`src/rtl/sequential_carry_select_sub.sv`:
```
`default_nettype none
// ============================================================================
// Module      : sequential_carry_select_sub
// Description : Digit-serial carry-select subtractor. Computes
//               c = a - b - bi (mod 2^N), W bits per clock. Each slice
//               evaluates the borrow-in-0 and borrow-in-1 differences in
//               parallel, and the registered borrow from the previous slice
//               picks one. Valid/ready handshake on both sides.
// Revision    : 1.0 - initial release
// ============================================================================
module sequential_carry_select_sub #(
  parameter int N = 32,
  parameter int W = 8
) (
  input  logic         clk,
  input  logic         rst,
  input  logic         in_valid,
  output logic         in_ready,
  input  logic [N-1:0] a,
  input  logic [N-1:0] b,
  input  logic         bi,
  output logic         out_valid,
  input  logic         out_ready,
  output logic [N-1:0] c,
  output logic         bo,
  output logic         ov
);

  localparam int S  = N / W;
  localparam int CW = (S > 1) ? $clog2(S) : 1;

  // Reject slice widths that do not tile the datapath exactly.
  generate
    if ((W < 1) || ((N % W) != 0)) begin : g_width_check
      $error("sequential_carry_select_sub: N must be a nonzero multiple of W");
    end
  endgenerate

  typedef enum logic [1:0] {
    IDLE = 2'd0,
    RUN  = 2'd1,
    DONE = 2'd2
  } state_t;

  state_t         state;
  logic [N-1:0]   a_r;
  logic [N-1:0]   b_r;
  logic [N-1:0]   c_r;
  logic           borrow_r;
  logic           bo_r;
  logic           ov_r;
  logic [CW-1:0]  cnt;

  logic [W-1:0]   a_k;
  logic [W-1:0]   b_k;
  logic [W:0]     d0;
  logic [W:0]     d1;
  logic [W-1:0]   diff_sel;
  logic           borrow_sel;
  logic           last;

  // Current slice operands, selected by the slice counter.
  assign a_k  = a_r[cnt*W +: W];
  assign b_k  = b_r[cnt*W +: W];
  assign last = (cnt == CW'(S - 1));

  // Both borrow-in candidates are formed in parallel; bit W is the slice borrow.
  assign d0 = {1'b0, a_k} - {1'b0, b_k};
  assign d1 = {1'b0, a_k} - {1'b0, b_k} - (W+1)'(1);

  // The registered borrow from the previous slice selects the live candidate.
  assign diff_sel   = borrow_r ? d1[W-1:0] : d0[W-1:0];
  assign borrow_sel = borrow_r ? d1[W]     : d0[W];

  // Control FSM and datapath registers; results update only on the last slice.
  always_ff @(posedge clk) begin
    if (rst) begin
      state    <= IDLE;
      a_r      <= '0;
      b_r      <= '0;
      c_r      <= '0;
      borrow_r <= 1'b0;
      bo_r     <= 1'b0;
      ov_r     <= 1'b0;
      cnt      <= '0;
    end else begin
      case (state)
        IDLE: begin
          if (in_valid) begin
            a_r      <= a;
            b_r      <= b;
            borrow_r <= bi;
            cnt      <= '0;
            state    <= RUN;
          end
        end
        RUN: begin
          c_r[cnt*W +: W] <= diff_sel;
          borrow_r        <= borrow_sel;
          if (last) begin
            bo_r  <= borrow_sel;
            // Signed overflow: operand signs differ and the result sign
            // disagrees with the minuend sign.
            ov_r  <= (a_r[N-1] != b_r[N-1]) && (diff_sel[W-1] != a_r[N-1]);
            cnt   <= '0;
            state <= DONE;
          end else begin
            cnt <= cnt + CW'(1);
          end
        end
        DONE: begin
          if (out_ready) begin
            state <= IDLE;
          end
        end
        default: begin
          state <= IDLE;
        end
      endcase
    end
  end

  assign in_ready  = (state == IDLE);
  assign out_valid = (state == DONE);
  assign c         = c_r;
  assign bo        = bo_r;
  assign ov        = ov_r;

endmodule
`default_nettype wire
```
`config.mk`:
```
export PLATFORM = sky130hd
export DESIGN_NAME = sequential_carry_select_sub
export DESIGN_NICKNAME = d
export VERILOG_FILES = /design/src/rtl/sequential_carry_select_sub.sv
export SDC_FILE = /design/constraint.sdc
export NUM_CORES = 1
export LEC_CHECK = 0
export ABC_CLOCK_PERIOD_IN_PS = 8020
export BUFFER_PORTS_ARGS = -buffer_cell sky130_fd_sc_hd__buf_4
export CORE_MARGIN = 4
export CORE_UTILIZATION = 48
export CTS_BUF_LIST = sky130_fd_sc_hd__clkbuf_8
export CTS_CLUSTER_DIAMETER = 30
export DETAILED_ROUTE_END_ITERATION = 6
export HOLD_SLACK_MARGIN = 0.15
export PLACE_DENSITY_LB_ADDON = 0.08
export SLEW_MARGIN = 10
export SYNTH_ARGS = -nofsm -noshare
export SYNTH_HDL_FRONTEND = slang
export SYNTH_SLANG_ARGS = --single-unit
```
`constraint.sdc`:
```
create_clock -name clk -period 8.02 [get_ports clk]
set_input_delay 0.802 -clock clk [delete_from_list [all_inputs] [get_ports clk]]
set_output_delay 0.802 -clock clk [all_outputs]
set_load 0.005 [all_outputs]
```
---- Word-level counts from Yosys, hierarchy flattened ----
Index checks and enable logic that the tools add are counted.
cells by class
  add/sub/neg operators ................... 4
  equality and inequality tests ........... 8
  shift operators ......................... 4
  multiplexer cells ....................... 12
  reductions and logical operators ........ 7
operator list
  kind                                                                     number
  32-bit by 6-bit variable part select with 8-bit output                   2
  5-bit negation with 34-bit output                                        1
  8-bit by 34-bit variable shift with 32-bit output, first input constant  1
  8-bit by 34-bit variable part select with 32-bit output                  1
  32-bit bitwise mux                                                       1
  2-bit 2-to-1 mux                                                         5
  8-bit by 8-bit subtractor with 9-bit output                              1
  9-bit by 1-bit subtractor with 9-bit output, second input constant       1
  8-bit 2-to-1 mux                                                         1
  2-bit case mux with 3 select lines                                       1
  2-bit AND reduction                                                      3
  2-bit == test, second input constant                                     2
  2-bit != test, second input constant                                     2
  2-bit case mux with 2 select lines                                       1
  3-bit AND reduction                                                      1
  2-bit by 1-bit adder with 2-bit output, second input constant            1
  2-bit by 1-bit == test with 1-bit output, second input constant          1
  2-bit zero test                                                          1
  1-bit 2-to-1 mux                                                         2
  1-bit != test                                                            2
  2-bit by 1-bit != test with 1-bit output, second input constant          1
  1-bit case mux with 2 select lines                                       1
  2-bit nonzero test                                                       1
  1-bit logical AND                                                        1
word-level totals
  flip-flop bits (word level) ............. 103
  word-level logic and storage cells ...... 43

---- Logic depth before layout (Yosys ltp) ----
  word-level depth ........................ 6
  mapped depth ............................ 13

---- Least setup slack after synthesis ----
Ideal clock, no wire load.
  kind .................................... register to register
  start ................................... reg cnt[0]
  end ..................................... reg ov_r (netlist: ov)
  setup time .............................. 0.091 ns
  data arrival time ....................... 4.164 ns
  setup slack ............................. 3.765 ns
  stages on the path, launching flop included .. 13
  buffers on the path ..................... 2
  path through ............................ dfxtp_1 -> buf_1 -> clkbuf_1 -> mux4_2 -> ha_1 -> fa_1 -> nor2b_1 -> o31ai_4 -> xnor2_1 -> or3_4 -> or4_4 -> a211o_1 -> a311oi_1
on the way
  word-level cells in the longest chain between the ends .. 6
  elaborated cells between the ends (all ways) .. 9
  classes of those cells .................. 2 x add/sub; 2 x eq/ne; 2 x shift; 1 x mux; 2 x reduce/logical
ends and longest elaborated chain
  item                                                                       line    source
  start: declaration                                                         52      logic [CW-1:0] cnt;
  start signal: assignment                                                   108     cnt <= cnt + CW'(1);
  32-bit by 6-bit variable part select with 8-bit output (on tied branches)  63, 64
  8-bit by 8-bit subtractor with 9-bit output                                68, 69
  9-bit by 1-bit subtractor with 9-bit output                                69      assign d1 = {1'b0, a_k} - {1'b0, b_k} - (W+1)'(1);
  8-bit 2-to-1 mux                                                           72      assign diff_sel = borrow_r ? d1[W-1:0] : d0[W-1:0];
  1-bit != test                                                              104     ov_r <= (a_r[N-1] != b_r[N-1]) && (diff_sel[W-1] != a_r[N-1]);
  1-bit logical AND                                                          104
  end signal: assignment                                                     104
  end: declaration                                                           51      logic ov_r;
Several ways; a longest one is shown, not always the timed one.
A chain may end at the register's enable or synchronous reset.

---- Worst setup path after layout ----
  start ................................... reg cnt[1]
  end ..................................... reg ov_r (netlist: ov)
The elaborated chain is that of the path after synthesis.

==> results.sh <==
export IMPL_outcome="completed"
export IMPL_drive_gt1_frac=0.232
export IMPL_holdBufCountCts=0
export IMPL_fin_crit_sh=0.540
export IMPL_via_per_inst=5.17
export IMPL_rows=35
export IMPL_fin_worst_skew_ps=12.0
export IMPL_io_pins=105
export IMPL_drc_errors=0
export IMPL_maxCapViolCount=0
export IMPL_use_met3=0.0316
export IMPL_synth_top_area_frac=0.448
export IMPL_wl_per_cell_um=14.3
export IMPL_start_kind="register"
export IMPL_ys_seq_area_frac=0.448
export IMPL_syn_to_final_growth_pct=22.7
export IMPL_finalInstanceArea_um2=5640
export IMPL_ys_ff_latch=103
export IMPL_grt_pass1_wl_um=18000
export IMPL_die_x_um=106
export IMPL_io_buffers=104
export IMPL_min_path_type="reg2reg"
export IMPL_synth_edf_count=0
export IMPL_initial_utilization=0.496
export IMPL_cts_tree="yes"
export IMPL_drt_pass1_iterations=4
export IMPL_cp_max_fo=21
export IMPL_total_power_mw=1.11
export IMPL_dp_final_hpwl_um=7980
export IMPL_power_density_nw_per_um2=197
export IMPL_grtUsageMet1=0.257
export IMPL_drtAntennaViolNets=0
export IMPL_initialDrtViolationCount=155
export IMPL_vias=3943
export IMPL_end_kind="register"
export IMPL_yosys_area_top_type="dfxtp_1"
export IMPL_synthArstFlopShare=0
export IMPL_clock_latency_ps=360
export IMPL_post_cts_buffers=0
export IMPL_final_hold_worst_slack_ps=458
export IMPL_syn_inst=540
export IMPL_path_clk_slew_ps=100
export IMPL_yosysWarnings=0
export IMPL_drv_slew=0
export IMPL_synth_most_common_cell="nand2_1"
export IMPL_cts_sinks=103
export IMPL_pre_cts_ws_ps=3680
export IMPL_slew_headroom=0.304
export IMPL_rsz0062_at_grt="false"
export IMPL_synthTopCellsByCount="nand2_1 (152), dfxtp_1 (103), a21oi_1 (77)"
export IMPL_fillers=866
export IMPL_die_area_um2=11200
export IMPL_leakagePower_nw=2.24
export IMPL_synth_area_top_cells="dfxtp_1 (45%), nand2_1 (12%), a21oi_1 (8.4%)"
export IMPL_setup_violations=0
export IMPL_grt_max_degree=104
export IMPL_finalSetupTns_ps=0
export IMPL_die_h_um=106
export IMPL_synth_main_ff_cell="dfxtp_1"
export IMPL_globalplace_congestion=0.799
export IMPL_antenna_cells=0
export IMPL_core_area_um2=9280
export IMPL_syn_area_um2=4600
export IMPL_placed_cell_area_um2=5460
export IMPL_root_buffer="clkbuf_8"
export IMPL_finalHoldViolations=0
export IMPL_synthesis_nets=625
export IMPL_nNetsFinal=713
export IMPL_crit_type="reg2reg"
export IMPL_reg2reg_slack_ps=3690
export IMPL_grt_pass1_vias=3817
export IMPL_fin_ws_ps=3690
export IMPL_synth_area_per_cell_um2=8.52
export IMPL_cts_repair_resized=0
export IMPL_wl_um=10900
export IMPL_synthDistinctLibCells=41
export IMPL_holdPathStages=2
export IMPL_worstMarginPinSlew_ps=1040
export IMPL_ff2ff_path_depth=9
export IMPL_antenna_found_initial=0
export IMPL_worst_ep_arrival_time_ps=4600
export IMPL_htree_num_levels=3
export IMPL_cp_required_ps=8290
export IMPL_grt_overflow=0
export IMPL_track_usage=0.198
export IMPL_cts_buffers=9
export IMPL_cts_buffer_depth=2
export IMPL_max_freq_ghz=0.231
export IMPL_peakVddDrop_mv=0.0836
export IMPL_grt_busiest_layer="met2"
export IMPL_min_period_ps=4330
export IMPL_use_met2=0.342
[where the power goes]
group	switching (mW)	internal [mW]
Sequential	0.0157	0.537
Clock	0.182	0.123
Combinational	0.147	0.107
Total	0.345	0.767
[logic make-up (layout without fill, tap and decap cells)]
family	Yosys count	count (layout)	synth area share
AND/OR/NAND/NOR	219	219	0.202
AO/OA/AOI/OAI	127	127	0.163
flip-flops	103	103	0.448
buffers and inverters	45	138	0.0367
multiplexers	18	18	0.0827
adder cells (fa/ha/maj)	16	16	0.0451
XOR/XNOR	12	12	0.0228
[worst paths after layout]
kind                                     startpoint             endpoint
worst min-delay path            b_r[9]$_SDFFE_PP0P_  b_r[9]$_SDFFE_PP0P_
worst max-delay path            cnt[1]$_SDFFE_PP0P_      ov$_SDFFE_PP0P_
worst max register to register  cnt[1]$_SDFFE_PP0P_      ov$_SDFFE_PP0P_
worst min register to register  b_r[9]$_SDFFE_PP0P_  b_r[9]$_SDFFE_PP0P_
[area by class of cell]
type	instances	area [µm²]	area share
inverters	13	48.8	0.00865
multi-input cells	392	2370	0.421
clock buffers	10	138	0.0244
flip-flops and latches	103	2060	0.365
clock inverters	6	42.5	0.00754
well taps	129	161	0.0286
repair buffers	109	818	0.145
[critical path: stages (launching register included)]
cell	delay, ps
dfxtp_1	1010
mux4_2	610
ha_1	230
fa_1	430
xor2_1	270
nand4_1	190
or3_4	430
or4_4	530
a211o_1	310
a311oi_1	240
[through the flow]
stage / cells / util
after floorplan: 540 / -
after global placement: 746 / 0.589
after detailed placement: 746 / 0.589
after CTS: 762 / 0.608
after global routing: 762 / 0.608
final: 762 / 0.608
[flip-flops by register name, indices dropped and copies added (netlist names)]
| signal | count |
|---|---|
| b_r | 32 |
| cnt | 2 |
| a_r | 32 |
| ov | 1 |
| c | 32 |
| state | 2 |
| borrow_r | 1 |
| bo | 1 |
[cells in the final DEF (no fill, tap or decap), types with 2 or more instances in the layout]
| master | synthesis | routed |
|---|---|---|
| a22oi_1 | 24 | 24 |
| ha_1 | 15 | 15 |
| o22ai_1 | 2 | 2 |
| nand3_1 | 3 | 3 |
| clkbuf_8 | 0 | 10 |
| nand4_1 | 2 | 2 |
| nor2_1 | 33 | 33 |
| inv_6 | 0 | 3 |
| nand2b_1 | 7 | 7 |
| nor2b_1 | 5 | 5 |
| nand2_1 | 152 | 151 |
| buf_4 | 0 | 109 |
| mux2i_1 | 2 | 2 |
| xnor2_1 | 8 | 8 |
| nor4b_1 | 2 | 2 |
| a311oi_1 | 2 | 2 |
| nand3b_1 | 5 | 5 |
| a21oi_1 | 77 | 77 |
| a211oi_1 | 2 | 2 |
| inv_1 | 13 | 14 |
| xor2_1 | 4 | 4 |
| o21ai_0 | 12 | 12 |
| mux4_2 | 16 | 16 |
| dfxtp_1 | 103 | 103 |
[layer usage]
metal	share of wire	routed length, µm
met5	0	0
met4	0.0086	93
met3	0.050	545
met2	0.51	5550
met1	0.43	4680
Note: power is estimated with default switching activity, not from simulation.
